**config.mk**
```make
export PLATFORM = sky130hd
export DESIGN_NAME = down_counter_timer
export DESIGN_NICKNAME = d
export VERILOG_FILES = /design/src/rtl/down_counter_timer.sv
export SDC_FILE = /design/constraint.sdc
export NUM_CORES = 1
export LEC_CHECK = 0
export ABC_AREA = 1
export CELL_PAD_IN_SITES_DETAIL_PLACEMENT = 0
export CELL_PAD_IN_SITES_GLOBAL_PLACEMENT = 1
export CORE_ASPECT_RATIO = 0.9
export CORE_MARGIN = 4
export CORE_UTILIZATION = 42
export DETAILED_ROUTE_END_ITERATION = 10
export PLACE_DENSITY_LB_ADDON = 0.12
export SLEW_MARGIN = 20
export SYNTH_ARGS = -nofsm -noshare
export SYNTH_HDL_FRONTEND = slang
export SYNTH_SLANG_ARGS = --single-unit
```
**constraint.sdc**
```tcl
create_clock -name clk -period 2.65 [get_ports clk]
set_input_delay 0.53 -clock clk [delete_from_list [all_inputs] [get_ports clk]]
set_output_delay 0.53 -clock clk [all_outputs]
set_load 0.05 [all_outputs]
```
**src/rtl/down_counter_timer.sv**
```systemverilog
// Programmable down-counting timer with prescaler, one-shot/auto-reload
// modes and a registered one-cycle terminal-count pulse.
module down_counter_timer #(
  parameter int WIDTH = 16,
  parameter int PS_W  = 8
) (
  input  logic             clk,
  input  logic             rst,
  input  logic             en,
  input  logic             load,
  input  logic [WIDTH-1:0] load_val,
  input  logic [PS_W-1:0]  prescale,
  input  logic             auto_reload,
  input  logic             stop,
  output logic [WIDTH-1:0] count,
  output logic             tc,
  output logic             busy,
  output logic             expired
);

  localparam logic [1:0] ST_IDLE    = 2'd0;
  localparam logic [1:0] ST_RUN     = 2'd1;
  localparam logic [1:0] ST_EXPIRED = 2'd2;

  localparam logic [WIDTH-1:0] CNT_ONE = {{(WIDTH-1){1'b0}}, 1'b1};
  localparam logic [PS_W-1:0]  PS_ONE  = {{(PS_W-1){1'b0}}, 1'b1};

  logic [1:0]       state, state_nxt;
  logic [WIDTH-1:0] count_nxt;
  logic             tc_nxt;
  logic [PS_W-1:0]  ps_cnt, ps_cnt_nxt;
  logic [WIDTH-1:0] reload_reg, reload_nxt;
  logic [PS_W-1:0]  ps_reg, ps_reg_nxt;
  logic             ar_reg, ar_nxt;
  logic             tick;

  // A tick happens only while running, enabled, and the prescaler wraps.
  assign tick = (state == ST_RUN) && en && (ps_cnt == ps_reg);

  // Status flags come straight from the state register, so no input reaches them combinationally.
  assign busy    = (state == ST_RUN);
  assign expired = (state == ST_EXPIRED);

  // Next-state logic: stop beats load, load beats a tick; tc defaults low so it only lasts one cycle.
  always_comb begin
    state_nxt  = state;
    count_nxt  = count;
    tc_nxt     = 1'b0;
    ps_cnt_nxt = ps_cnt;
    reload_nxt = reload_reg;
    ps_reg_nxt = ps_reg;
    ar_nxt     = ar_reg;
    if (stop) begin
      state_nxt  = ST_IDLE;
      ps_cnt_nxt = '0;
    end else if (load) begin
      count_nxt  = load_val;
      reload_nxt = load_val;
      ps_reg_nxt = prescale;
      ar_nxt     = auto_reload;
      ps_cnt_nxt = '0;
      state_nxt  = ST_RUN;
    end else if ((state == ST_RUN) && en) begin
      if (tick) begin
        ps_cnt_nxt = '0;
        if (count != '0) begin
          count_nxt = count - CNT_ONE;
        end else begin
          tc_nxt = 1'b1;
          if (ar_reg) begin
            count_nxt = reload_reg;
          end else begin
            state_nxt = ST_EXPIRED;
          end
        end
      end else begin
        ps_cnt_nxt = ps_cnt + PS_ONE;
      end
    end
  end

  // State registers with asynchronous active-low reset.
  always_ff @(posedge clk or negedge rst) begin
    if (!rst) begin
      state      <= ST_IDLE;
      count      <= '0;
      tc         <= 1'b0;
      ps_cnt     <= '0;
      reload_reg <= '0;
      ps_reg     <= '0;
      ar_reg     <= 1'b0;
    end else begin
      state      <= state_nxt;
      count      <= count_nxt;
      tc         <= tc_nxt;
      ps_cnt     <= ps_cnt_nxt;
      reload_reg <= reload_nxt;
      ps_reg     <= ps_reg_nxt;
      ar_reg     <= ar_nxt;
    end
  end

endmodule

```
# ---- After elaboration in Yosys (flattened, before gate mapping)
# Cells that the tools add are included.
dict set report word_totals {
  register_bits 52
  input_bits 30
  out_inout_bits 19
}
dict set report classes {
  n_addsub 2
  eq_ne 5
  muxes 20
  bitwise_logic 1
  reduce_logical 11
}
# cell count
set ops {}
lappend ops {{16-bit 2-to-1 mux} 5}
lappend ops {{8-bit 2-to-1 mux} 4}
lappend ops {{16-bit nonzero test} 1}
lappend ops {{16-bit by 1-bit subtractor with 16-bit output (second input constant)} 1}
lappend ops {{2-bit 2-to-1 mux} 6}
lappend ops {{3-bit nonzero test} 3}
lappend ops {{8-bit by 1-bit adder with 8-bit output (second input constant)} 1}
lappend ops {{8-bit == test} 1}
lappend ops {{4-bit AND reduction} 2}
lappend ops {{3-bit inequality test (second input constant)} 2}
lappend ops {{1-bit 2-to-1 mux} 5}
lappend ops {{2-bit nonzero test} 2}
lappend ops {{2-bit by 1-bit == test with 1-bit output (second input constant)} 1}
lappend ops {{2-bit == test (second input constant)} 1}
lappend ops {{1-bit logical AND} 2}
lappend ops {{2-bit AND reduction} 1}
lappend ops {{1-bit inverter} 1}

# ---- Longest topological paths before layout
# Gate-level depths: netlist of run 1.
dict set report depth {
  depth_word 7
  ltp_mapped 13
  depth_no_buf 13
}

# ---- Least setup slack after synthesis of run 1
# Ideal clock, no wire load.
dict set report synth_path {
  kind {reg2reg}
  start {reg count[0]}
  end {reg count[14]}
  setup_ns 0.119
  arrival_time_ns 1.910
  path_slack_ns 0.621
  path_stages_with_launch 10
  path_buffers 1
  cell_sequence {dfrtp_1 inv_1 ha_1 nor3b_4 nand4_4 nand3_4 nand2_4 buf_6 nand2_1 nand2_1}
}
dict set report synth_via {
  elab_chain_cells 5
  word_cells_on_any_way 8
  classes_between {1 x add/sub; 4 x mux; 3 x reduce/logical}
}
# item line_no
set synth_lines {}
lappend synth_lines {{from (decl)} 15} ;# output logic [WIDTH-1:0] count,
lappend synth_lines {{from (signal assigned)} 94} ;# count <= count_nxt;
lappend synth_lines {{16-bit by 1-bit subtractor with 16-bit output or 16-bit nonzero test (tied branches)} {67, 66}}
lappend synth_lines {{16-bit 2-to-1 mux} 66} ;# if (count != '0) begin
lappend synth_lines {{16-bit 2-to-1 mux} 64} ;# if (tick) begin
lappend synth_lines {{16-bit 2-to-1 mux} 63} ;# end else if ((state == ST_RUN) && en) begin
lappend synth_lines {{16-bit 2-to-1 mux} 56} ;# end else if (load) begin
# Several ways; a longest one is shown, not always the timed one. The select of a mux whose other input is x is not followed.
# A chain may end at the register's enable or synchronous reset.

# ---- Final worst setup path of run 1
dict set report layout_path {
  start {reg count[2]}
  end {out count[2]}
}
# No word-level cell between the ends.

==> results of run 1 <==
-- cells by family after synthesis --
| family | count (synthesis) |
|---|---|
| AND/OR/NAND/NOR | 291 |
| AO/OA/AOI/OAI | 26 |
| flip-flops | 52 |
| buffers and inverters | 66 |
| multiplexers | 13 |
| adder cells (fa/ha/maj) | 3 |
| XOR/XNOR | 9 |
-- per-stage QoR --
stage               utilization [%]  power (mW)  setup WS [ns]  hold WS [ns]
floorplan                         -        1.63          0.621         0.234
global placement               51.7        1.93          0.504         0.470
detailed placement             51.7        1.94          0.462         0.481
CTS                            52.9        2.41          0.408         0.362
global route                   52.9        2.57          0.354         0.399
finish                         52.9        2.40          0.417         0.312
-- layout by cell type (no fill, tap or decap), types with 11 or more instances in the layout --
cell / netlist / layout
nand2_1: 156 / 155
dfrtp_1: 52 / 52
inv_1: 51 / 51
nand3_1: 49 / 49
clkdlybuf4s50_1: 0 / 47
nor2_1: 46 / 46
nand4_1: 16 / 16
o21ai_0: 16 / 16
mux2_2: 13 / 13
buf_4: 1 / 11
-- layer usage --
metal	vias up	wire length [um]	GRT usage, %
met5	-	0	0
met4	0	88	4.65
met3	7	451	2.66
met2	69	3750	29.1
met1	1490	4310	30.1
li1	1573	-	-
-- area by class of cell --
cell class / instances / area share [%]
tap: 96 / 3.00
clock buffer: 5 / 1.72
clock inverter: 3 / 0.468
inverter: 56 / 5.27
multi-input combinational: 342 / 43.2
timing repair buffer: 59 / 13.9
sequential: 52 / 32.5
-- power breakdown --
group	total, mW	switching [mW]	internal [mW]	leakage, nW
Sequential	1.01	0.119	0.890	0.645
Combinational	0.917	0.588	0.329	1.31
Clock	0.469	0.283	0.185	0.0479
-- path summary, 6_finish.rpt --
kind / end / cells after the start
setup / recovery: count[2] / 1
setup reg to reg: count[4]$_DFFE_PN0P_ / 11
max in group asynchronous: reload_reg[6]$_DFFE_PN0P_ / 2
min in group clk: reload_reg[1]$_DFFE_PN0P_ / 2
hold / removal: count[12]$_DFFE_PN0P_ / 2
hold reg to reg: reload_reg[1]$_DFFE_PN0P_ / 2
==> results.toml, run 1 <==
[logic_synthesis]
synth_most_common_cell = "nand2_1"
synth.cell_area_mm2 = 0.00329
yosysTopAreaCell = "dfrtp_1"
syn_area_per_cell_um2 = 7.15
synth_common_cells = "156 x nand2_1, 52 x dfrtp_1, 51 x inv_1"
synth-seq-cells = 52
synth.area.mux_share_pct = 4.45
synth-xor-area-share_pct = 2.40
synth_flop_cell = "dfrtp_1"
ys_top_cells_by_area = "dfrtp_1 40%, nand2_1 18%, nand3_1 7.5%, inv_1 5.8%, nor2_1 5.2%"
synth_fp_nets = 493
syn_inst = 460
synthAdderAreaFrac_pct = 1.14
synth-simple-area-share_pct = 40.6
synth_top_family_by_area = "simple AND/OR/NAND/NOR gates"
synth.top_cell.area_share_pct = 39.5
synth_compound_area_share_pct = 3.95
async_reset_ff_share_pct = 100
synth_warnings = 0
ys_seq_area_share_pct = 39.5
synth_edf_count = 0
yosysUniqueCellTypes = 31

[global_route]
grt_pass1_wl_um = 14600
antenna_found_initial = 0
grt_max_degree = 53
overflow = 0
grt_util_all_layers_pct = 19.7
grt_pass1_vias = 2949

[placed_design]
routabilityCongestion = 0.876
placed_area_mm2 = 0.00392
place_hpwl_um = 6400
port-buffer-count = 48
dp.cells = 605

[flow_run]
drv_cap = 0

[timing]
period_share_pct = 84.3
skew_ns = 0.00971
setup_tns_ns = 0
max-slew-margin-rel_pct = 55.2
rsz0062_at_grt = "false"
setup_viol = 0
max_freq_mhz = 448
period_needed_ns = 2.23
hold_violations = 0
report.final.slew_viol_count = 0
worstMarginPinSlew_ns = 0.672

[critical_path]
r2r_slack_ns = 0.59
cpPeakStageDelay_ns = 0.87
critPathBufInv = 1
critical_path_class = "reg -> out"
worst_path_dominant_cell_family = "buffers and inverters"
crit_fanout = 6
critPathSlowestCell = "clkdlybuf4s50_1"
crit_chain = "clkdlybuf4s50_1"
worstPathArrival_ns = 1.70
r2r-start = "count[0]$_DFFE_PN0P_"
end_kind = "primary output"
cp-start-kind = "register"
cp.required_ns = 2.12
critPathLaunch = "count[2]$_DFFE_PN0P_"

[clocking]
post_cts_resized = 0
cts_tree = "done"
ctsHoldBuffers = 0
cts_sinks = 52
cts_setup_buffers = 0
htreeDepth = 2
worstSkewPairLatency_ns = 0.31
cts_max_path_buffers = 2
clk_pin_slew_ns = 0.10
cts-buffers-inserted = 5
root_buffer = "clkbuf_8"

[layout]
multi_input_area_mm2 = 0.00173
finalNonFillerCells = 613
drive_above_1_share_pct = 10.4
areaGrowthSynthToFinish_pct = 21.8
nets = 549
ff_latch_area_mm2 = 0.00130
diodes = 0
final_area_mm2 = 0.00401
n_fill_cell = 768

[drt]
via_per_inst = 5.12
vias = 3139
drt-initial-drc-count = 152
wl_per_cell_um = 14.0
drc = 0
wirelength_um = 8600
first_pass_iters = 4
postRouteAntennaNets = 0

[floorplan]
start_util_pct = 43.4
die-area_mm2 = 0.00932
num_rows = 30
io_pins = 49
die_y_um = 92.0
die_w_um = 101
fp.coreArea_mm2 = 0.00758

[status]
status = "finished clean"

[power_and_ir_drop]
power_density_mw_per_mm2 = 597
power_leakage_nw = 2.00
ir_drop_uv = 244

[hold_path]
min_path_type = "in -> async"
Note: power is estimated with default switching activity, not from simulation.
==> run 2: changes to the inputs <==
--- a/config.mk
+++ b/config.mk
@@ -10,7 +10,7 @@
 export CELL_PAD_IN_SITES_GLOBAL_PLACEMENT = 1
 export CORE_ASPECT_RATIO = 0.9
 export CORE_MARGIN = 4
-export CORE_UTILIZATION = 42
+export CORE_UTILIZATION = 39
 export DETAILED_ROUTE_END_ITERATION = 10
 export PLACE_DENSITY_LB_ADDON = 0.12
 export SLEW_MARGIN = 20
==> constraint.sdc (replaced) <==
create_clock -name clk -period 2.15 [get_ports clk]
set_input_delay 0.43 -clock clk [delete_from_list [all_inputs] [get_ports clk]]
set_output_delay 0.43 -clock clk [all_outputs]
set_load 0.05 [all_outputs]
==> run 2 against run 1 <==
Compared with the run above: largest cell class unchanged; wire length grew 4.4%; hold slack lost 0.28 ns; combinational power grew 28%; utilization shrank 2.6 points; register-to-register slack lost 0.41 ns; total power grew 26%; via count shrank 2.0%; critical path depth is the same; global-route usage shrank 0.47 points; sequential power grew 22%.
==> results.toml, run 2 (same netlist as run 1, synthesis figures left out) <==
[critical_path]
critPathSlowestCell = "clkdlybuf4s50_1"
cp.depth = 1
crit_chain = "clkdlybuf4s50_1"
cp-start-kind = "register"
cpPeakStageDelay_ns = 0.85
r2r_cells = 8
crit_fanout = 5
worst_path_dominant_cell_family = "buffers and inverters"
cp.required_ns = 1.72
cp-endpoint = "count[5]"
critPathBufInv = 1
worstReg2RegEnd = "count[9]$_DFFE_PN0P_"
r2r_slack_ns = 0.18
end_kind = "primary output"
critical_path_class = "reg -> out"
r2r-start = "count[0]$_DFFE_PN0P_"
worstPathArrival_ns = 1.66
critPathLaunch = "count[5]$_DFFE_PN0P_"

[timing]
period_share_pct = 97.1
setup_viol = 0
worstMarginPinSlew_ns = 0.614
skew_ns = 0.0142
max_freq_mhz = 479
period_needed_ns = 2.09
report.final.slew_viol_count = 0
max-slew-margin-rel_pct = 59.0
fin_ws_ns = 0.0616
hold_violations = 0
holdWs_ns = 0.0294
rsz0062_at_grt = "false"

[power_and_ir_drop]
power_frac_comb_pct = 38.7
ir_drop_uv = 303
pwr-share-seq_pct = 41.0
power_leakage_nw = 2.10
finalPower_mw = 3.01
p_int_mw = 1.79
power.share.clock_pct = 20.3
power_density_mw_per_mm2 = 736
switching_power_mw = 1.22
swShare_pct = 40.7

[drt]
wirelength_um = 8980
via_per_inst = 4.96
postRouteAntennaNets = 0
drc = 0
vias = 3076
wl_per_cell_um = 14.5
drt-initial-drc-count = 131
first_pass_iters = 4

[global_route]
grt_util_all_layers_pct = 19.2
overflow = 0
grt_pass1_wl_um = 15200
grt_pass1_vias = 3089
grt_max_degree = 27
antenna_found_initial = 0

[clocking]
cts_tree = "done"
ctsHoldBuffers = 0
cts-buffers-inserted = 5
htreeDepth = 2
clk_pin_slew_ns = 0.11
root_buffer = "clkbuf_8"
worstSkewPairLatency_ns = 0.32
cts_max_path_buffers = 2
cts_setup_buffers = 0
cts_sinks = 52

[placed_design]
place_hpwl_um = 7010
routabilityCongestion = 0.923
placed_area_mm2 = 0.00399
place_ws_ns = -0.00370
port-buffer-count = 48

[floorplan]
num_rows = 31
fp.coreArea_mm2 = 0.00815
io_pins = 49
start_util_pct = 40.4
die_y_um = 95.1
die_w_um = 105
die-area_mm2 = 0.00997

[status]
status = "finished clean"

[layout]
final_cell_mix = "155 x nand2_1, 52 x dfrtp_1, 51 x inv_1"
areaGrowthSynthToFinish_pct = 24.4
final_area_mm2 = 0.00409
layout_commonest_cell = "nand2_1"
nets = 553
diodes = 0
drive_above_1_share_pct = 11.5

[hold_path]
min_path_type = "in -> async"

[flow_run]
drv_cap = 0
==> run 2: power by group through the flow <==
stage	sequential, mW	combinational [mW]	clock, mW
final	1.23	1.17	0.612
after global routing	1.25	1.30	0.672
after CTS	1.23	1.18	0.634
after detailed placement	1.25	1.17	0
after global placement	1.25	1.16	0
after floorplan	1.41	0.595	0
==> run 2: worst min-delay path by stage <==
stage | startpoint | to | slack, ns | cells past startpoint
5_1_grt | rst | reload_reg[3]$_DFFE_PN0P_ | 0.05 | 1
3_5_place_dp | rst | ps_cnt[4]$_DFFE_PN0P_ | 0.39 | 1
3_3_place_gp | rst | ps_cnt[3]$_DFFE_PN0P_ | 0.38 | 1
2_1_floorplan | rst | ar_reg$_DFFE_PN0P_ | 0.13 | 0
4_1_cts | rst | reload_reg[3]$_DFFE_PN0P_ | 0.04 | 1
6_report | rst | reload_reg[1]$_DFFE_PN0P_ | 0.03 | 1
==> run 2: cell type report <==
| type | instances | area [um^2] |
|---|---|---|
| Fill cell | 820 | 4050 |
| Multi-Input combinational cell | 342 | 1730 |
| Sequential cell | 52 | 1300 |
| Timing Repair Buffer | 63 | 631 |
| Inverter | 56 | 211 |
| Tap cell | 99 | 124 |
| Clock buffer | 6 | 82.6 |
| Clock inverter | 2 | 13.8 |
==> run 2: layer usage <==
layer / vias to the layer above / GRT usage (%) / wire length (um)
met3: 6 / 3.86 / 450
met5: - / 0 / 0
met2: 64 / 31.3 / 4150
met1: 1427 / 25.5 / 4280
li1: 1579 / - / -
met4: 0 / 6.89 / 102
==> run 2: what timing repair did <==
item                                    in CTS  in global routing
gates resized for setup                      0                  4
endpoints found under the hold margin        0                  0
endpoints found under the setup margin       0                  4
==> run 2: metrics by stage <==
step | utilization, % | TNS, ns | std cells
6_report | 50.3 | 0 | 620
3_5_place_dp | 49.0 | -0.00370 | 612
5_1_grt | 50.3 | 0 | 620
4_1_cts | 50.1 | 0 | 620
3_3_place_gp | 49.0 | -0.00517 | 612
2_1_floorplan | - | 0 | 460
==> run 3: changes to the inputs <==
--- a/config.mk
+++ b/config.mk
@@ -5,12 +5,11 @@
 export SDC_FILE = /design/constraint.sdc
 export NUM_CORES = 1
 export LEC_CHECK = 0
-export ABC_AREA = 1
 export CELL_PAD_IN_SITES_DETAIL_PLACEMENT = 0
 export CELL_PAD_IN_SITES_GLOBAL_PLACEMENT = 1
 export CORE_ASPECT_RATIO = 0.9
 export CORE_MARGIN = 4
-export CORE_UTILIZATION = 39
+export CORE_UTILIZATION = 41
 export DETAILED_ROUTE_END_ITERATION = 10
 export PLACE_DENSITY_LB_ADDON = 0.12
 export SLEW_MARGIN = 20
==> run 3 against run 2 <==
Compared with the run above: clock skew decreased by 0.0087 ns; sequential power about the same; final area decreased by 2.5%; global-route usage increased by 0.34 points; critical path depth increased by 1; synthesized cell count decreased by 35%; utilization increased by 6.4 points; count of clock-buffer cells in the layout unchanged; area after synthesis decreased by 9.7%; critical endpoint is now count[6]; largest cell class unchanged.
==> results.toml, run 3 <==
[status]
status = "finished clean"

[timing]
worstMarginPinSlew_ns = 0.509
skew_ns = 0.00553
setup_tns_ns = 0
report.final.slew_viol_count = 0
setup_viol = 0
max-slew-margin-rel_pct = 65.9
period_needed_ns = 2.10
period_share_pct = 97.9
hold_violations = 0
max_freq_mhz = 475
holdWs_ns = 0.0741

[critical_path]
cp.required_ns = 1.72
r2r_slack_ns = 0.06
cp-start-kind = "register"
crit_fanout = 5
critPathLaunch = "count[6]$_DFFE_PN0P_"
worstPathArrival_ns = 1.67
critical_path_class = "reg -> out"
cp-endpoint = "count[6]"
worstReg2RegEnd = "count[10]$_DFFE_PN0P_"
r2r_cells = 5
end_kind = "primary output"
r2r-start = "count[6]$_DFFE_PN0P_"

[drt]
drt-initial-drc-count = 113
wirelength_um = 8170
wl_per_cell_um = 17.3
via_per_inst = 5.42
drc = 0
vias = 2559
first_pass_iters = 4
postRouteAntennaNets = 0

[floorplan]
die_w_um = 97.8
start_util_pct = 42.2
fp.coreArea_mm2 = 0.00704
io_pins = 49
die_y_um = 88.8
die-area_mm2 = 0.00868
num_rows = 29

[layout]
diodes = 0
layout_commonest_cell = "buf_4"
drive_above_1_share_pct = 28.5
nets = 412
areaGrowthSynthToFinish_pct = 34.3
final_cell_mix = "43 x buf_4, 41 x dfrtp_1, 37 x clkdlybuf4s50_1"
final_area_mm2 = 0.00399

[logic_synthesis]
yosysTopAreaCell = "dfrtp_1"
synth_fp_nets = 333
synth_edf_count = 0
ys_top_cells_by_area = "dfrtp_1 44%, mux2_2 8.3%, nand2_1 3.9%, xnor2_1 3.5%, nor2_1 2.9%"
synth_common_cells = "52 x dfrtp_1, 31 x nand2_1, 23 x nor2_1"
yosysUniqueCellTypes = 54
syn_area_per_cell_um2 = 9.91
async_reset_ff_share_pct = 100
synth.cell_area_mm2 = 0.00297
synth-seq-cells = 52
ys_seq_area_share_pct = 43.8
syn_inst = 300
synth_flop_cell = "dfrtp_1"
synth.top_cell.area_share_pct = 43.8
synth_warnings = 0
synth_most_common_cell = "dfrtp_1"

[placed_design]
place_hpwl_um = 6160
routabilityCongestion = 0.857
placed_area_mm2 = 0.00385
port-buffer-count = 48

[global_route]
grt_util_all_layers_pct = 19.5
overflow = 0
grt_pass1_vias = 2557
grt_max_degree = 35
antenna_found_initial = 0
grt_pass1_wl_um = 13400

[clocking]
cts_tree = "done"
clk_pin_slew_ns = 0.09
cts_max_path_buffers = 2
root_buffer = "clkbuf_8"
htreeDepth = 2
cts_sinks = 52
worstSkewPairLatency_ns = 0.30
cts-buffers-inserted = 5

[flow_run]
drv_cap = 0

[hold_path]
min_path_type = "in -> async"

[power_and_ir_drop]
finalPower_mw = 2.93
power_density_mw_per_mm2 = 733
ir_drop_uv = 431
power_leakage_nw = 1.68
## run 3: changes by cell type after synthesis, moves of 6 or more
cell,delta
a21oi_1,+7
nand4_1,-10
nand2_1,-125
xnor2_1,+10
nand3_1,-45
nor2_1,-23
o31ai_1,+6
inv_1,-42
mux2_2,+9
## run 3: logic make-up after synthesis
logic type / share of synthesized area (%)
AOI/OAI and AO/OA: 15.3
xor gates and xnor gates: 5.01
adders and majority gates: 1.26
buffers and inverters: 3.79
DFF: 43.8
muxes: 12.4
and+or+nand+nor: 18.5
## run 3: worst min-delay path by stage
stage | end | slack, ns | cells past startpoint
floorplan | ar_reg$_DFFE_PN0P_ | 0.13 | 0
global placement | count[12]$_DFFE_PN0P_ | 0.41 | 1
detailed placement | count[12]$_DFFE_PN0P_ | 0.42 | 1
CTS | reload_reg[7]$_DFFE_PN0P_ | 0.09 | 1
global route | reload_reg[7]$_DFFE_PN0P_ | 0.10 | 1
finish | reload_reg[7]$_DFFE_PN0P_ | 0.07 | 1
## run 3: where the power goes
| group | switching (mW) | total, mW | internal (mW) |
|---|---|---|---|
| logic | 0.617 | 1.13 | 0.512 |
| clock network | 0.316 | 0.538 | 0.223 |
| registers | 0.140 | 1.26 | 1.12 |
| total | 1.07 | 2.93 | 1.85 |
## run 3: worst max-delay path: stages, from the launching register on
cell             delay, ns
dfrtp_2               0.44
buf_4                 0.14
clkdlybuf4s50_1       0.79
## run 3: what timing repair did
item	4_1_cts	5_1_grt
buffers inserted	0	1
hold buffers	0	0
pin swaps	0	1
hold endpoints to repair	0	0
setup endpoints to repair	3	15
gates resized for setup	2	14
## run 3: area by class of cell
cell class / instances / area, um^2
Clock inverter: 1 / 5.00
Clock buffer: 6 / 72.6
Multi-Input combinational cell: 222 / 1640
Tap cell: 93 / 116
Fill cell: 631 / 3050
Sequential cell: 52 / 1320
Inverter: 9 / 33.8
Timing Repair Buffer: 89 / 810
## run 3: metrics by stage
step | worst slack (ns) | util, % | instances
floorplan | 0.00256 | - | 300
global placement | -0.0921 | 54.7 | 464
detailed placement | -0.125 | 54.7 | 464
CTS | 0.00932 | 55.9 | 471
global route | -0.0241 | 56.7 | 472
finish | 0.0452 | 56.7 | 472
## run 3: metal layers
layer	vias to the layer above	share of wire, %	track usage (%)
met4	0	0.72	3.40
li1	1260	-	-
met2	69	44	30.7
met3	7	5.0	3.86
met1	1223	51	28.6
met5	-	0	0
